## src/rtl/tff_counter.sv

```systemverilog
// Synchronous modulo up/down counter built from one toggle flip-flop per bit.
// Offers parallel load, count enable, direction control, a cascade carry (tc) and a registered wrap pulse.
module tff_counter #(
    parameter int WIDTH   = 4,
    parameter int MODULUS = 16
) (
    input  logic             clk,
    input  logic             clr,
    input  logic             en,
    input  logic             up,
    input  logic             load,
    input  logic [WIDTH-1:0] load_val,
    output logic [WIDTH-1:0] count,
    output logic             tc,
    output logic             wrap
);

    localparam logic [WIDTH-1:0] MAX = WIDTH'(MODULUS - 1);

    logic             at_max;
    logic             at_zero;
    logic             out_of_range;
    logic [WIDTH-1:0] ripple_t;
    logic [WIDTH-1:0] toggle;
    logic [WIDTH-1:0] load_sat;

    assign at_max       = (count == MAX);
    assign at_zero      = (count == '0);
    assign out_of_range = (count > MAX);
    assign tc           = en & (up ? at_max : at_zero);
    assign load_sat     = (load_val > MAX) ? MAX : load_val;

    // Binary toggle rule: bit i flips when every lower bit is 1 (up) or 0 (down).
    assign ripple_t[0] = 1'b1;
    for (genvar i = 1; i < WIDTH; i++) begin : g_ripple
        assign ripple_t[i] = ripple_t[i-1] & (up ? count[i-1] : ~count[i-1]);
    end

    // At the terminal count, or from an unreachable state, the toggle vector is
    // forced so the bits land exactly on the wrap target instead of the binary successor.
    always_comb begin
        toggle = '0;
        if (en) begin
            if (tc) begin
                toggle = up ? count : (count ^ MAX);
            end else if (up && out_of_range) begin
                toggle = count;
            end else begin
                toggle = ripple_t;
            end
        end
    end

    always_ff @(posedge clk) begin
        if (clr) begin
            count <= '0;
            wrap  <= 1'b0;
        end else if (load) begin
            count <= load_sat;
            wrap  <= 1'b0;
        end else begin
            for (int i = 0; i < WIDTH; i++) begin
                if (toggle[i]) begin
                    count[i] <= ~count[i];
                end
            end
            wrap <= tc;
        end
    end

endmodule

```

## config.mk

```make
export PLATFORM = sky130hd
export DESIGN_NAME = tff_counter
export DESIGN_NICKNAME = d
export VERILOG_FILES = /design/src/rtl/tff_counter.sv
export SDC_FILE = /design/constraint.sdc
export NUM_CORES = 1
export LEC_CHECK = 0
export ABC_AREA = 1
export ABC_CLOCK_PERIOD_IN_PS = 1400
export BUFFER_PORTS_ARGS = -buffer_cell sky130_fd_sc_hd__buf_2
export CORE_AREA = 2 2 39 41
export DETAILED_ROUTE_END_ITERATION = 16
export DIE_AREA = 0 0 41 43
export GPL_TIMING_DRIVEN = 0
export PLACE_DENSITY = 0.51
export SYNTH_ARGS = -nofsm -noshare
export SYNTH_HDL_FRONTEND = slang
export SYNTH_SLANG_ARGS = --single-unit
```

## constraint.sdc

```tcl
create_clock -name clk -period 1.4 [get_ports clk]
set_input_delay 0.28 -clock clk [delete_from_list [all_inputs] [get_ports clk]]
set_output_delay 0.28 -clock clk [all_outputs]
set_load 0.01 [all_outputs]
```

==> results of run 1 <==
==> flip-flops by register name, summed over array words and instances (netlist names) <==
name   count
count      4
wrap       1
==> per-layer routing <==
metal  share of wire  GRT usage  vias up
met1            0.46      0.132      167
met5               0          0        -
met3           0.038     0.0471        0
met2            0.50      0.169        7
li1                -          -      222
met4               0     0.0800        0
==> cells in the final DEF (no fill, tap or decap), types with 2 or more instances in the layout <==
cell / count
sky130_fd_sc_hd__nand4_1: 2
sky130_fd_sc_hd__nor2_1: 3
sky130_fd_sc_hd__o21ai_0: 2
sky130_fd_sc_hd__nand2_1: 16
sky130_fd_sc_hd__o211ai_1: 2
sky130_fd_sc_hd__buf_4: 4
sky130_fd_sc_hd__dfxtp_4: 2
sky130_fd_sc_hd__nand3_1: 5
sky130_fd_sc_hd__buf_2: 13
sky130_fd_sc_hd__dfxtp_2: 2
sky130_fd_sc_hd__inv_2: 3
sky130_fd_sc_hd__nand2_2: 3
sky130_fd_sc_hd__inv_1: 9
sky130_fd_sc_hd__clkbuf_4: 3
==> kinds of logic after synthesis <==
family / after synthesis
flops: 5
xor+xnor: 1
simple gates: 31
compound gates: 7
buf+inv: 13
==> final cells by class <==
| cell class | instances | area [sq um] | share of cell area |
|---|---|---|---|
| Clock buffer | 4 | 26.3 | 0.0517 |
| Timing Repair Buffer | 17 | 95.1 | 0.187 |
| Multi-Input combinational cell | 39 | 198 | 0.389 |
| Tap cell | 16 | 20.0 | 0.0394 |
| Inverter | 12 | 45.0 | 0.0887 |
| Buffer | 1 | 13.8 | 0.0271 |
| Sequential cell | 5 | 110 | 0.217 |
==> power by group through the flow <==
stage | Clock (mW) | Sequential (mW) | Combinational, mW
2_1_floorplan | 0 | 0.170 | 0.0658
3_3_place_gp | 0 | 0.168 | 0.104
3_5_place_dp | 0 | 0.168 | 0.105
4_1_cts | 0.171 | 0.164 | 0.117
5_1_grt | 0.181 | 0.165 | 0.135
6_report | 0.161 | 0.164 | 0.119
==> worst max-delay path, delay by kind of cell (launching register included) <==
family / cells / cell delay (ps)
DFF: 1 / 340
and+or+nand+nor: 3 / 220
buffers and inverters: 2 / 180
AOI/OAI and AO/OA: 1 / 140
==> stage by stage <==
stage / setup slack (ps) / cells
2_1_floorplan: 267 / 57
3_3_place_gp: 154 / 86
3_5_place_dp: 166 / 86
4_1_cts: 1.95 / 93
5_1_grt: -71.1 / 94
6_report: 13.5 / 94
==> worst max-delay path by stage <==
stage | startpoint | end | slack [ps]
global route | count[2] | tc | -70
global placement | up | tc | 150
floorplan | count[0] | count[3] | 270
CTS | count[2] | tc | 2
finish | count[2] | tc | 10
detailed placement | up | tc | 170
==> timing repair <==
item,4_1_cts,5_1_grt
pin swaps,0,0
buffers inserted,3,1
setup endpoints to repair,1,1
gates resized for setup,6,2
==> insert_results.sql, run 1 <==
INSERT INTO impl_metrics (metric_group, metric, value, unit) VALUES
('sta', 'final_hold_vio_count', '0', ''),
('synth', 'ys_ff_latch', '5', ''),
('pwr', 'pwr-share-seq', '0.369', ''),
('status', 'status', 'complete, no violations', ''),
('synth', 'post_synth_mux_area_share', '0', ''),
('pwr', 'vdd.ir_drop.worst', '0.344', 'mV'),
('layout', 'post_route_cells_drive_above_1_share', '0.423', ''),
('clocking', 'clk_transition_reported_paths', '40', 'ps'),
('min_path', 'hold_depth', '2', ''),
('sta', 'fin_setup_tns', '0', 'ps'),
('sta', 'final_period_minus_worst_setup_slack', '1390', 'ps'),
('setup_path', 'timing.setup.critical_path_class', 'flip-flop to output pin', ''),
('setup_path', 'max_stage_delay', '340', 'ps'),
('grt', 'grt_usage', '0.116', ''),
('setup_path', 'setup.worst_path.end_class', 'output pin', ''),
('floorplan', 'placementRows', '14', ''),
('sta', 'fin_worst_skew', '3.01', 'ps'),
('sta', 'timing.final.setup_violations', '0', ''),
('setup_path', 'worst_ep_arrival_time', '1110', 'ps'),
('synth', 'synthDominantAreaCellType', 'sky130_fd_sc_hd__dfxtp_1', ''),
('min_path', 'endpoint_of_the_worst_hold_timing_path', 'count[2]', ''),
('pwr', 'clkPwrFrac', '0.362', ''),
('pwr', 'cellInternalPower', '0.316', 'mW'),
('min_path', 'hold_class', 'input pin to flip-flop', ''),
('synth', 'post_synth_and_or_nand_nor_area_fraction', '0.404', ''),
('setup_path', 'crit_required', '1120', 'ps'),
('grt', 'first_global_vias', '351', ''),
('sta', 'timing.fmax', '0.721', 'GHz'),
('synth', 'synth.yosys.warnings', '0', ''),
('placed_design', 'placed_cell_area', '442', 'sq um'),
('synth', 'postSynthCellCount', '57', ''),
('setup_path', 'cp_slowest_cell', 'sky130_fd_sc_hd__dfxtp_4', ''),
('floorplan', 'die_height', '43', 'um'),
('drt', 'final_antenna_net_count', '0', ''),
('clocking', 'cts_buffer_depth', '2', ''),
('clocking', 'cts_tree', 'built', ''),
('pwr', 'total_power', '0.443', 'mW'),
('floorplan', 'die_area', '1760', 'sq um'),
('synth', 'cell_with_the_most_instances_after_synthesis', 'sky130_fd_sc_hd__nand2_1', ''),
('drt', 'initialDrtViolationCount', '4', ''),
('drt', 'post-route-drc-count', '0', ''),
('setup_path', 'reg2reg_setup_slack', '260', 'ps'),
('synth', 'synth_common_cells', '16 x sky130_fd_sc_hd__nand2_1, 11 x sky130_fd_sc_hd__inv_1, 5 x sky130_fd_sc_hd__dfxtp_1, 5 x sky130_fd_sc_hd__nand3_1', ''),
('synth', 'synth_edf_count', '0', ''),
('grt', 'globalRouteOverflowTotal', '0', ''),
('setup_path', 'crit_path_frequent_cell', 'sky130_fd_sc_hd__nand2_1', ''),
('synth', 'yosys.area.top_type_share', '0.281', ''),
('setup_path', 'r2r_cells', '9', ''),
('clocking', 'cts_num_sinks', '5', ''),
('setup_path', 'worstPathMaxFanout', '4', ''),
('floorplan', 'pin_count', '15', ''),
('synth', 'dominant_combinational_cell_family_by_area_after_synthesis', 'simple AND/OR/NAND/NOR gates', ''),
('synth', 'synthXorXnorAreaFrac', '0.0246', ''),
('clocking', 'total_clock_buffers_created_by_cts', '3', ''),
('synth', 'most_instantiated_flip_flop_cell_in_the_synthesis_netlist', 'sky130_fd_sc_hd__dfxtp_1', ''),
('grt', 'antenna_found_initial', '0', ''),
('sta', 'whs', '219', 'ps'),
('layout', 'areaGrowthSynthToFinish', '42.5', '%'),
('layout', 'fin_area', '508', 'sq um'),
('clocking', 'clk_root_buffer_cell', 'sky130_fd_sc_hd__clkbuf_4', ''),
('placed_design', 'place.port_buffers', '13', ''),
('clocking', 'cts_hold_repair.buffers', '0', ''),
('setup_path', 'cp_cell_sequence', 'nor2_1, nand2_1, o22ai_1, nand2_1, inv_1, buf_2', ''),
('pwr', 'power_per_cell_area', '873', 'nW/um^2'),
('layout', 'layout.filler_cells', '156', ''),
('sta', 'final.period_utilization', '0.990', ''),
('layout', 'fraction_of_the_core_area_covered_by_cells_at_the_end_of_the_flow', '0.367', ''),
('layout', 'layout.nets', '88', ''),
('placed_design', 'detailedPlacementHpwl', '637', 'um'),
('synth', 'synth_compound_gate_area_share', '0.126', ''),
('pwr', 'net-switching-power', '0.128', 'mW');
(Power assumes the default switching activity.)
==> run 2: changes to the inputs <==
==> constraint.sdc (replaced) <==
create_clock -name clk -period 1.4 [get_ports clk]
set_input_delay 0.14 -clock clk [delete_from_list [all_inputs] [get_ports clk]]
set_output_delay 0.14 -clock clk [all_outputs]
set_load 0.01 [all_outputs]
==> insert_results.sql, run 2 (synthesis gave the netlist of run 1 again) <==
INSERT INTO impl_metrics (metric_group, metric, value, unit) VALUES
('sta', 'fin_setup_tns', '0', 'ps'),
('min_path', 'endpoint_of_the_worst_hold_timing_path', 'count[2]', ''),
('layout', 'post_route_cells_drive_above_1_share', '0.324', ''),
('layout', 'most-common-layout-cells', '16 x sky130_fd_sc_hd__nand2_1, 13 x sky130_fd_sc_hd__buf_2, 11 x sky130_fd_sc_hd__inv_1, 5 x sky130_fd_sc_hd__nand3_1, 4 x sky130_fd_sc_hd__dfxtp_1', ''),
('grt', 'grt_pass1_wl', '1.30', 'mm'),
('grt', 'grt_usage', '0.111', ''),
('clocking', 'cts_buffer_depth', '2', ''),
('sta', 'timing.final.setup_violations', '0', ''),
('clocking', 'clock_tree.htree_level_count', '1', ''),
('layout', 'largest_registers', 'count: 4 flops, wrap: 1 flops', ''),
('pwr', 'power_per_cell_area', '914', 'nW/um^2'),
('clocking', 'cts_hold_repair.buffers', '0', ''),
('sta', 'fin_worst_skew', '3.03', 'ps'),
('layout', 'layout.nets', '84', ''),
('placed_design', 'detailedPlacementHpwl', '637', 'um'),
('drt', 'initialDrtViolationCount', '4', ''),
('min_path', 'hold_class', 'input pin to flip-flop', ''),
('grt', 'grt_start_max_net_pins', '10', ''),
('placed_design', 'routabilityCongestion', '0.673', ''),
('pwr', 'vdd.ir_drop.worst', '0.361', 'mV'),
('drt', 'routedWlPerCell', '8.50', 'um'),
('grt', 'globalRouteOverflowTotal', '0', ''),
('setup_path', 'max_stage_delay', '340', 'ps'),
('layout', 'registers.top_by_ff_count', 'count', ''),
('setup_path', 'reg2reg_setup_slack', '290', 'ps'),
('floorplan', 'placementRows', '14', ''),
('clocking', 'cts_tree', 'built', ''),
('drt', 'final_antenna_net_count', '0', ''),
('drt', 'vias', '391', ''),
('clocking', 'total_clock_buffers_created_by_cts', '3', ''),
('sta', 'final_hold_vio_count', '0', ''),
('sta', 'timing.max_slew.rel_slack', '0.864', ''),
('setup_path', 'r2r_start', 'count[0]', ''),
('drt', 'post-route-drc-count', '0', ''),
('layout', 'final_common_cell', 'sky130_fd_sc_hd__nand2_1', ''),
('sta', 'final-max-slew-violation-count', '0', ''),
('grt', 'first_global_vias', '334', ''),
('layout', 'areaGrowthSynthToFinish', '31.6', '%'),
('sta', 'timing.fmax', '0.778', 'GHz'),
('layout', 'largest_reg_flops', '4', ''),
('drt', 'drt_pre_antenna_iters', '4', ''),
('setup_path', 'r2r_cells', '9', ''),
('layout', 'antenna_cells_inserted', '0', ''),
('clocking', 'postCtsSetupBuffers', '0', ''),
('setup_path', 'setup.worst_path.end_class', 'output pin', ''),
('clocking', 'clk_transition_reported_paths', '40', 'ps'),
('setup_path', 'crit_required', '1260', 'ps'),
('sta', 'worstMarginPinSlew', '204', 'ps'),
('pwr', 'total_power', '0.429', 'mW'),
('drt', 'drt_wl_total', '765', 'um'),
('clocking', 'clkLatencyLatePin', '240', 'ps'),
('setup_path', 'timing.setup.critical_path_class', 'flip-flop to output pin', ''),
('setup_path', 'startpoint_type', 'flip-flop', ''),
('status', 'status', 'complete, no violations', ''),
('setup_path', 'cp_cell_sequence', 'inv_1, nand2_1, o22ai_1, nand2_1, inv_1, buf_2', ''),
('setup_path', 'cp_slowest_cell', 'sky130_fd_sc_hd__dfxtp_1', ''),
('min_path', 'hold_depth', '2', ''),
('grt', 'antenna_found_initial', '0', ''),
('placed_design', 'place.port_buffers', '13', ''),
('layout', 'fraction_of_the_core_area_covered_by_cells_at_the_end_of_the_flow', '0.339', ''),
('clocking', 'cts_num_sinks', '5', ''),
('floorplan', 'core_area', '1380', 'sq um'),
('floorplan', 'initial_utilization', '0.258', ''),
('floorplan', 'die_width', '41', 'um'),
('drt', 'vias_per_cell', '4.34', ''),
('clocking', 'clk_root_buffer_cell', 'sky130_fd_sc_hd__clkbuf_4', ''),
('setup_path', 'worstReg2RegEnd', 'count[3]', ''),
('sta', 'final_period_minus_worst_setup_slack', '1280', 'ps'),
('pwr', 'leakagePower', '0.265', 'nW'),
('setup_path', 'worstPathMaxFanout', '5', ''),
('floorplan', 'die_height', '43', 'um'),
('sta', 'whs', '88.4', 'ps'),
('sta', 'final.period_utilization', '0.918', ''),
('floorplan', 'die_area', '1760', 'sq um'),
('setup_path', 'worst_ep_arrival_time', '1140', 'ps'),
('floorplan', 'pin_count', '15', ''),
('job', 'cap_viol_max_count', '0', ''),
('sta', 'setup_repair_after_global_routing_missed_its_margin', 'false', ''),
('min_path', 'hold_start', 'clr', '');
[run 2: cell types whose count changed in the layout (fill, tap and decap cells not counted), sizes merged]
cell,change
buf,-4
[run 2: worst max path at each step]
stage / slack, ps / cells after the start / endpoint / startpoint
6_report: 120 / 6 / tc / count[1]
5_1_grt: 10 / 6 / tc / count[1]
4_1_cts: 100 / 6 / tc / count[1]
3_5_place_dp: 210 / 9 / count[3] / count[0]
3_3_place_gp: 210 / 9 / count[3] / count[0]
2_1_floorplan: 270 / 9 / count[3] / count[0]
[run 2: timing repair]
action | in CTS | in global routing
resized for setup | 0 | 1
setup endpoints to repair | 0 | 1
endpoints found under the hold margin | 0 | 0
[run 2: routing by layer]
layer / vias up / wire length (um) / global-route usage
met5: - / 0 / 0
met4: 0 / 0 / 0.0800
met3: 0 / 32 / 0.0471
met2: 11 / 381 / 0.153
met1: 166 / 351 / 0.132
li1: 214 / - / -
[run 2: area by class of cell]
type / count / area (sq um)
Sequential cell: 5 / 101
Inverter: 12 / 45.0
Fill cell: 160 / 915
Timing Repair Buffer: 13 / 65.1
Multi-Input combinational cell: 39 / 198
Buffer: 1 / 13.8
Clock buffer: 4 / 26.3
Tap cell: 16 / 20.0
[run 2: report_power, final]
group / leakage [nW] / switching, mW / internal [mW] / total (mW)
clock network: 0.0150 / 0.0529 / 0.107 / 0.160
registers: 0.0415 / 0.0123 / 0.153 / 0.165
logic: 0.208 / 0.0586 / 0.0446 / 0.103
total: 0.265 / 0.124 / 0.305 / 0.429
[run 2: critical path: cells and delay by family (launching register included)]
kind / cells / cell delay (ps)
flip-flops: 1 / 340
buffers and inverters: 3 / 280
AND/OR/NAND/NOR: 2 / 150
AO/OA/AOI/OAI: 1 / 150
[run 2: per-stage QoR]
stage | area, sq um | instances | setup slack (ps)
global route | 469 | 90 | 11.9
finish | 469 | 90 | 115
floorplan | 357 | 57 | 267
CTS | 468 | 90 | 97.9
detailed placement | 442 | 86 | 211
global placement | 442 | 86 | 210
==> run 3: changes to the inputs <==
Settings changed: CTS_BUF_LIST from default to sky130_fd_sc_hd__clkbuf_4 sky130_fd_sc_hd__clkbuf_8 sky130_fd_sc_hd__clkbuf_16, MAX_ROUTING_LAYER from default to met4.
==> insert_results.sql, run 3 (synthesis gave the netlist of run 1 again) <==
INSERT INTO impl_metrics (metric_group, metric, value, unit) VALUES
('setup_path', 'worstPathMaxFanout', '5', ''),
('floorplan', 'core_area', '1380', 'sq um'),
('sta', 'fin_setup_tns', '0', 'ps'),
('floorplan', 'initial_utilization', '0.258', ''),
('clocking', 'clock_tree.htree_level_count', '1', ''),
('pwr', 'cellInternalPower', '0.324', 'mW'),
('drt', 'final_antenna_net_count', '0', ''),
('layout', 'most-common-layout-cells', '16 x sky130_fd_sc_hd__nand2_1, 13 x sky130_fd_sc_hd__buf_2, 11 x sky130_fd_sc_hd__inv_1, 5 x sky130_fd_sc_hd__nand3_1', ''),
('sta', 'timing.final.setup_violations', '0', ''),
('layout', 'areaGrowthSynthToFinish', '32.6', '%'),
('setup_path', 'cp_slowest_cell', 'sky130_fd_sc_hd__dfxtp_1', ''),
('clocking', 'total_clock_buffers_created_by_cts', '3', ''),
('placed_design', 'detailedPlacementHpwl', '637', 'um'),
('grt', 'globalRouteOverflowTotal', '0', ''),
('layout', 'register_cell_area_after_layout', '101', 'sq um'),
('drt', 'vias', '394', ''),
('setup_path', 'startpoint_type', 'flip-flop', ''),
('pwr', 'leakagePower', '0.268', 'nW'),
('sta', 'final.period_utilization', '0.918', ''),
('layout', 'antenna_cells_inserted', '0', ''),
('layout', 'multi_input_comb_area', '198', 'sq um'),
('grt', 'grt_start_max_net_pins', '10', ''),
('setup_path', 'largest_delay_contributor_family_on_the_critical_path', 'flip-flops', ''),
('setup_path', 'critPathBufInv', '3', ''),
('layout', 'fin_area', '473', 'sq um'),
('clocking', 'cts_buffer_depth', '2', ''),
('clocking', 'postCtsSetupBuffers', '0', ''),
('floorplan', 'pin_count', '15', ''),
('clocking', 'clk_transition_reported_paths', '40', 'ps'),
('setup_path', 'crit_required', '1260', 'ps'),
('clocking', 'post_cts.resized_instances', '0', ''),
('sta', 'final_hold_vio_count', '0', ''),
('sta', 'worstMarginPinSlew', '202', 'ps'),
('pwr', 'switching_share', '0.278', ''),
('layout', 'post_route_cells_drive_above_1_share', '0.338', ''),
('grt', 'antenna_found_initial', '0', ''),
('grt', 'grt_pass1_wl', '1.30', 'mm'),
('drt', 'drt_wl_total', '770', 'um'),
('layout', 'largest_reg_flops', '4', ''),
('pwr', 'clkPwrFrac', '0.402', ''),
('setup_path', 'timing.setup.critical_path_class', 'flip-flop to output pin', ''),
('floorplan', 'die_width', '41', 'um'),
('layout', 'layout.nets', '84', ''),
('layout', 'final_common_cell', 'sky130_fd_sc_hd__nand2_1', ''),
('drt', 'initialDrtViolationCount', '4', ''),
('layout', 'largest_registers', 'count: 4 flops, wrap: 1 flops', ''),
('floorplan', 'placementRows', '14', ''),
('pwr', 'pwr-share-seq', '0.368', ''),
('pwr', 'power_per_cell_area', '950', 'nW/um^2'),
('layout', 'layout.filler_cells', '159', ''),
('placed_design', 'placed_cell_area', '442', 'sq um'),
('drt', 'routedWlPerCell', '8.56', 'um'),
('grt', 'grt_usage', '0.114', ''),
('layout', 'registers.top_by_ff_count', 'count', ''),
('placed_design', 'place.port_buffers', '13', ''),
('pwr', 'combinationalPowerShare', '0.230', ''),
('sta', 'timing.max_slew.rel_slack', '0.865', ''),
('drt', 'vias_per_cell', '4.38', ''),
('drt', 'drt_pre_antenna_iters', '4', ''),
('sta', 'final_period_minus_worst_setup_slack', '1280', 'ps'),
('pwr', 'net-switching-power', '0.125', 'mW'),
('sta', 'fin_worst_skew', '1.81', 'ps'),
('status', 'status', 'complete, no violations', ''),
('sta', 'setup_repair_after_global_routing_missed_its_margin', 'false', ''),
('setup_path', 'worst_ep_arrival_time', '1140', 'ps'),
('pwr', 'vdd.ir_drop.worst', '0.336', 'mV'),
('setup_path', 'setup.worst_path.end_class', 'output pin', ''),
('sta', 'final-max-slew-violation-count', '0', ''),
('min_path', 'hold_class', 'input pin to flip-flop', ''),
('clocking', 'clk_root_buffer_cell', 'sky130_fd_sc_hd__clkbuf_4', ''),
('floorplan', 'die_area', '1760', 'sq um'),
('sta', 'timing.fmax', '0.778', 'GHz'),
('job', 'cap_viol_max_count', '0', ''),
('setup_path', 'max_stage_delay', '340', 'ps'),
('clocking', 'clkLatencyLatePin', '240', 'ps'),
('floorplan', 'die_height', '43', 'um'),
('clocking', 'cts_tree', 'built', ''),
('grt', 'first_global_vias', '336', ''),
('clocking', 'cts_num_sinks', '5', ''),
('drt', 'post-route-drc-count', '0', ''),
('setup_path', 'cp_cell_sequence', 'inv_1, nand2_1, o22ai_1, nand2_1, inv_1, buf_2', ''),
('placed_design', 'routabilityCongestion', '0.679', ''),
('clocking', 'cts_hold_repair.buffers', '0', '');
## run 3: cell count changes in the layout (fill, tap and decap cells not counted)
| cell | before | now |
|---|---|---|
| sky130_fd_sc_hd__clkbuf_4 | 3 | 4 |
| sky130_fd_sc_hd__clkbuf_1 | 1 | 0 |
## run 3: final timing paths
path | from | end | slack [ps] | cells past startpoint
min reg2reg | count[2] | count[2] | 570 | 2
max | count[1] | tc | 120 | 6
min | clr | count[2] | 90 | 2
max reg2reg | count[0] | count[3] | 290 | 9
## run 3: final cells by class
type	count	area share
multi-input combinational	39	0.418
sequential	5	0.214
timing repair buffer	13	0.138
inverter	12	0.0952
clock buffer	4	0.0635
tap	16	0.0423
buffer	1	0.0291
## run 3: routing by layer
| layer | share of wire | GRT usage | wire (um) | vias up |
|---|---|---|---|---|
| met1 | 0.47 | 0.132 | 359 | 172 |
| met4 | 0 | 0.0800 | 0 | 0 |
| met2 | 0.50 | 0.153 | 382 | 9 |
| met5 | 0 | - | 0 | - |
| met3 | 0.038 | 0.0471 | 29 | 0 |
| li1 | - | - | - | 213 |
## run 3: worst reg2reg max path: cells and delay by family, from the launching register on
family	cells	cell delay (ps)
buffers and inverters	2	90
DFF	1	370
and+or+nand+nor	7	550
## run 3: power groups by stage
stage	Clock (mW)	Combinational [mW]	Sequential (mW)
after global routing	0.201	0.118	0.167
after floorplan	0	0.0658	0.170
after detailed placement	0	0.105	0.168
final	0.181	0.103	0.165
after CTS	0.191	0.105	0.165
after global placement	0	0.104	0.168
## run 3: metrics by stage
step | hold slack, ps | total power, mW | setup slack [ps] | utilization | cells
after detailed placement | 333 | 0.272 | 211 | 0.319 | 86
after floorplan | 202 | 0.236 | 267 | - | 57
after global placement | 335 | 0.272 | 210 | 0.319 | 86
final | 87.8 | 0.449 | 115 | 0.342 | 90
after CTS | 77.8 | 0.462 | 97.9 | 0.341 | 90
after global routing | 88.4 | 0.486 | 11.9 | 0.342 | 90
